--- config.mk ---
export PLATFORM = sky130hd
export DESIGN_NAME = jpeg_stuff_packer
export DESIGN_NICKNAME = d
export VERILOG_FILES = /design/src/rtl/jpeg_stuff_packer.sv
export SDC_FILE = /design/constraint.sdc
export NUM_CORES = 1
export LEC_CHECK = 0
export CAP_MARGIN = 5
export CORE_MARGIN = 2
export CORE_UTILIZATION = 50
export CTS_BUF_LIST = sky130_fd_sc_hd__clkbuf_8
export DETAILED_ROUTE_END_ITERATION = 12
export PLACE_DENSITY = 0.69
export SETUP_SLACK_MARGIN = 0.05
export SLEW_MARGIN = 5
export SYNTH_ARGS = -nofsm -noshare
export SYNTH_HDL_FRONTEND = slang
export SYNTH_SLANG_ARGS = --single-unit
--- constraint.sdc ---
create_clock -name clk -period 5.65 [get_ports clk]
set_input_delay 1.695 -clock clk [delete_from_list [all_inputs] [get_ports clk]]
set_output_delay 1.695 -clock clk [all_outputs]
set_load 0.005 [all_outputs]
--- src/rtl/jpeg_stuff_packer.sv ---
// Entropy-stage output packer: MSB-first bit packing of variable-length codes into bytes,
// JPEG 0xFF/0x00 byte stuffing, 1-padding on flush, OUT_BYTES-wide output words.
module jpeg_stuff_packer #(
  parameter int CODE_W    = 27,
  parameter int OUT_BYTES = 2,
  parameter int SIZE_W    = $clog2(CODE_W + 1),
  parameter int ACC_W     = CODE_W + 8 * OUT_BYTES + 8
) (
  input  logic                           clk,
  input  logic                           rst_n,
  input  logic [CODE_W-1:0]              in_code,
  input  logic [SIZE_W-1:0]              in_size,
  input  logic                           ena_in,
  input  logic                           flush,
  output logic                           rdy_out,
  output logic [8*OUT_BYTES-1:0]         out_bits,
  output logic [$clog2(OUT_BYTES+1)-1:0] out_valid,
  output logic                           ena_out,
  input  logic                           rdy_in,
  output logic                           done_flush
);

  localparam int OUT_W = 8 * OUT_BYTES;
  localparam int VAL_W = $clog2(OUT_BYTES + 1);
  // Spare byte so padding a completely full accumulator never overflows.
  localparam int BUF_W = ACC_W + 8;
  localparam int CNT_W = $clog2(BUF_W + 1);
  localparam logic [CNT_W-1:0] RDY_LIMIT = CNT_W'(ACC_W - CODE_W);

  typedef enum logic [1:0] {RUN, PAD, DRAIN, DONE} state_t;

  state_t           state_q, state_d;
  logic [BUF_W-1:0] acc_q, acc_d;   // valid bits MSB-aligned, bits below cnt_q kept zero
  logic [CNT_W-1:0] cnt_q, cnt_d;
  logic             pz_q, pz_d;
  logic             live_q;

  logic [OUT_W-1:0] x_word;
  logic             x_pz;
  int               x_n;
  int               x_nb;
  logic             load;
  logic             take;
  logic             code_fire;
  logic             flush_fire;

  assign load       = !ena_out || rdy_in;
  assign rdy_out    = live_q && (state_q == RUN) && (cnt_q <= RDY_LIMIT);
  assign code_fire  = ena_in && rdy_out;
  assign flush_fire = flush && rdy_out;
  assign done_flush = (state_q == DONE);

  // Stage p0 -> p1: fill output slots from the accumulator top, owed 0x00 first
  always_comb begin
    int         avail;
    int         nb;
    logic [7:0] byte_v;
    x_word = '0;
    x_pz   = pz_q;
    x_n    = 0;
    nb     = 0;
    byte_v = '0;
    avail  = int'(cnt_q >> 3);
    for (int s = 0; s < OUT_BYTES; s++) begin
      if (x_pz) begin
        x_pz = 1'b0;
        x_n  = x_n + 1;
      end else if (nb < avail) begin
        byte_v = 8'(acc_q >> (BUF_W - 8 - 8 * nb));
        x_word[OUT_W-1-8*s -: 8] = byte_v;
        x_pz = (byte_v == 8'hFF);
        x_n  = x_n + 1;
        nb   = nb + 1;
      end
    end
    x_nb = nb;
  end

  always_comb begin
    take = 1'b0;
    if (load) begin
      if (state_q == RUN)        take = (x_n == OUT_BYTES);
      else if (state_q == DRAIN) take = (x_n != 0);
    end
  end

  always_comb begin
    logic [CODE_W-1:0] size_mask;
    logic [BUF_W-1:0]  code_top;
    logic [CNT_W-1:0]  cnt_pad;
    state_d   = state_q;
    acc_d     = acc_q;
    cnt_d     = cnt_q;
    pz_d      = pz_q;
    size_mask = ~({CODE_W{1'b1}} << in_size);
    code_top  = {in_code & size_mask, {(BUF_W-CODE_W){1'b0}}} << (CODE_W - int'(in_size));
    cnt_pad   = (cnt_q + CNT_W'(7)) & ~CNT_W'(7);
    if (take) begin
      acc_d = acc_q << (8 * x_nb);
      cnt_d = cnt_q - CNT_W'(8 * x_nb);
      pz_d  = x_pz;
    end
    // New code lands directly below whatever survives this cycle's extraction.
    if (code_fire) begin
      acc_d = acc_d | (code_top >> cnt_d);
      cnt_d = cnt_d + CNT_W'(in_size);
    end
    case (state_q)
      RUN:   if (flush_fire) state_d = PAD;
      PAD: begin
        acc_d   = acc_q | (({BUF_W{1'b1}} >> cnt_q) & ~({BUF_W{1'b1}} >> cnt_pad));
        cnt_d   = cnt_pad;
        state_d = DRAIN;
      end
      DRAIN: if (load && (x_n == 0)) state_d = DONE;
      DONE:  state_d = RUN;
      default: state_d = RUN;
    endcase
  end

  // Stage p1: accumulator state and output word register
  always_ff @(posedge clk or negedge rst_n) begin
    if (!rst_n) begin
      state_q   <= RUN;
      acc_q     <= '0;
      cnt_q     <= '0;
      pz_q      <= 1'b0;
      live_q    <= 1'b0;
      out_bits  <= '0;
      out_valid <= '0;
      ena_out   <= 1'b0;
    end else begin
      state_q <= state_d;
      acc_q   <= acc_d;
      cnt_q   <= cnt_d;
      pz_q    <= pz_d;
      live_q  <= 1'b1;
      if (load) begin
        ena_out   <= take;
        out_bits  <= take ? x_word : '0;
        out_valid <= take ? VAL_W'(x_n) : '0;
      end
    end
  end

endmodule

==> results of run 1 <==
[cells in the mapped netlist, types with 13 or more instances]
master,number,area (µm²)
nand2_1,160,601
nor2_1,136,510
a21oi_1,121,606
dfrtp_1,88,2200
o21ai_0,86,430
clkbuf_1,75,282
o22ai_1,55,344
nand3_1,53,265
nor3_1,48,240
a211oi_1,34,255
mux2i_1,34,340
a31oi_1,30,188
buf_2,26,130
inv_1,26,97.6
o211ai_1,21,158
mux2_2,18,203
and2_1,16,100
a21o_1,15,113
ha_1,15,188
o21a_1,15,113
a22oi_1,14,105
nand4_1,14,87.6
or3_1,14,87.6
buf_1,13,48.8
o21ai_1,13,65.1
[tightest hold or removal path, stage by stage, from the launching register on]
cell and delay (ns):
dfrtp_1 0.35, nand2_1 0.05, o21ai_0 0.06
[power by group through the flow]
stage	clock (µW)	combinational, µW	sequential, µW
floorplan	0	4160	1120
global placement	0	5970	1200
detailed placement	0	5990	1210
CTS	535	6020	1200
global route	562	6650	1240
finish	538	6270	1210
[logic make-up after synthesis]
family          Yosys count  share of synthesized area, %
compound gates          576                          38.1
xor+xnor                  9                         0.743
fa+ha+maj                17                          2.15
buf+inv                 157                          6.51
flops                    88                          20.7
mux                      69                          8.18
other cells               1                        0.0353
simple gates            522                          23.5
[worst paths after layout]
path                             startpoint            to  slack, ns  cells after the start
min in group asynchronous             rst_n   out_bits[5]       1.44                      1
worst min-delay path            out_bits[3]   out_bits[3]       0.48                      2
max in group asynchronous             rst_n  out_valid[0]       3.31                      2
worst min register to register  out_bits[3]   out_bits[3]       0.48                      2
worst max-delay path             in_size[3]      acc_q[0]       0.28                     16
worst max register to register     cnt_q[3]     acc_q[30]       0.99                     14
[metal layers]
layer / wire length, µm / vias to the layer above / GRT usage [%]
met5: 0 / - / 0
met4: 3730 / 0 / 25.2
met3: 5790 / 299 / 7.44
met2: 20000 / 1097 / 63.4
met1: 17000 / 5949 / 52.9
li1: - / 5605 / -
[per-stage QoR]
step                instances  total power (µW)  instance area, µm²  setup slack [ns]
floorplan                1439              5280               10600             0.692
global placement         1743              7170               11700             0.111
detailed placement       1743              7200               11700            0.0435
CTS                      1758              7750               11900             0.428
global route             1758              8450               11900             0.121
finish                   1758              8010               11900             0.275
[final cells by class]
| type | instances | area, µm² |
|---|---|---|
| flip-flops and latches | 88 | 2200 |
| inverters | 30 | 113 |
| repair buffers | 156 | 1310 |
| well taps | 275 | 344 |
| multi-input cells | 1194 | 7730 |
| clock inverters | 6 | 110 |
| clock buffers | 9 | 124 |
| fillers | 2011 | 9020 |
[registers in the layout (all words and copies together) (netlist names)]
signal,count
out_valid,2
acc_q,59
ena_out,1
state_q,2
pz_q,1
live_q,1
cnt_q,6
out_bits,16
==> impl_metrics.env, run 1 <==
export IMPL_worst_clock_skew_ns=0.0158
export IMPL_rsz0062_at_grt="false"
export IMPL_netlist_area_um2=10600
export IMPL_crit_buf_inv=6
export IMPL_grt_pass1_wl_mm=71.0
export IMPL_drive_gt1_share_pct=13.6
export IMPL_drt_iter0_drc=2192
export IMPL_die_h_um=150
export IMPL_outcome="completed"
export IMPL_antenna_found_initial=0
export IMPL_cp_required_ns=5.93
export IMPL_cts_resized=0
export IMPL_cap_viol_max_count=0
export IMPL_synth_edff_count=0
export IMPL_finalHoldViolations=0
export IMPL_placeableCoreArea_um2=21000
export IMPL_syn_area_per_cell_um2=7.38
export IMPL_syn_inst=1439
export IMPL_cts_tree="built"
export IMPL_p_leak_uw=0.00450
export IMPL_portBuffers=57
export IMPL_clock_sinks=88
export IMPL_startpoint_type="input pin"
export IMPL_synthDistinctLibCells=114
export IMPL_fin_worst_hold_slack_ns=0.483
export IMPL_root_buffer="clkbuf_8"
export IMPL_pwr_share_clk_pct=6.7
export IMPL_p_per_area_nw_per_um2=671
export IMPL_ir_drop_v=0.000596
export IMPL_cp_data_arrival_time_ns=5.65
export IMPL_slew_headroom_pct=28.1
export IMPL_die_area_um2=22400
export IMPL_num_rows=53
export IMPL_h_tree_depth=3
export IMPL_io_pins=58
export IMPL_diodes=0
export IMPL_post_cts_buffers=0
export IMPL_fin_util_pct=57.0
export IMPL_endpoint_kind="flop"
export IMPL_wl_mm=46.5
export IMPL_start_util_pct=50.6
export IMPL_cp_max_fo=15
export IMPL_finalSetupViolations=0
export IMPL_sw_frac_of_total_pct=57.8
export IMPL_cts_buffer_depth=2
export IMPL_synth_seq_area_share_pct=20.7
export IMPL_critical_path_class="in2reg"
export IMPL_firstDrtPassIters=7
export IMPL_ys_warn_count=0
export IMPL_grt_max_degree=68
export IMPL_period_share_pct=95.1
export IMPL_final_nets=1533
export IMPL_setup_tns_final_ns=0
export IMPL_critPathMostFrequentCell="buf_4"
export IMPL_grt_overflow=0
export IMPL_finalWeightedCongestion=1.14
export IMPL_crit_family="compound AO/OA/AOI/OAI gates"
export IMPL_dr_total_vias=13000
export IMPL_hold_class="reg2reg"
export IMPL_hpwl_mm=34.3
export IMPL_ys_ff_latch=88
export IMPL_p_comb_share_pct=78.2
export IMPL_max_freq_mhz=186
export IMPL_seqPwrFrac_pct=15.1
export IMPL_ant_nets=0
export IMPL_die_w_um=150
export IMPL_grt_usage_pct=40.9
export IMPL_final_cell_mix="nand2_1, nor2_1, a21oi_1"
export IMPL_path_cells="clkdlybuf4s50_1 > inv_1 > ha_1 > clkinv_1 > buf_4 > nor2_1 > buf_4 > a31oi_1 > a41o_1 > o21ai_1 > buf_4 > nor2_1 > a221oi_2 > a22oi_1 > a32o_1 > o31ai_1"
export IMPL_viasPerCell=7.37
export IMPL_p_int_uw=3380
export IMPL_drc=0
export IMPL_first_global_vias=11700
export IMPL_clock_latency_ns=0.37
export IMPL_wl_per_cell_um=26.4
export IMPL_layout_commonest_cell="nand2_1"
export IMPL_synth_flop_cell="dfrtp_1"
export IMPL_worst_path_max_delay_cell="ha_1"
export IMPL_cts_hold_fix_buffers=0
export IMPL_synth_fp_nets=1493
export IMPL_tightest_slew_ns=1.08
export IMPL_async_reset_ff_share_pct=100
export IMPL_layout_min_cycle_time_ns=5.37
export IMPL_clkTransAtPathRegs_ns=0.10
export IMPL_syn_to_final_growth_pct=12.5
export IMPL_p_sw_uw=4630
export IMPL_cpPeakStageDelay_ns=0.65
export IMPL_report_final_slew_viol_count=0
export IMPL_cts_buffers=9
Note: power is estimated with default switching activity, not from simulation.
==> inputs of run 2 (changes only) <==
--- a/config.mk
+++ b/config.mk
@@ -10,6 +10,7 @@
 export CORE_UTILIZATION = 50
 export CTS_BUF_LIST = sky130_fd_sc_hd__clkbuf_8
 export DETAILED_ROUTE_END_ITERATION = 12
+export HOLD_SLACK_MARGIN = 0.03
 export PLACE_DENSITY = 0.69
 export SETUP_SLACK_MARGIN = 0.05
 export SLEW_MARGIN = 5
==> results of run 2 <==
Same layout as run 1: the final DEF is identical, and so are final timing and power.
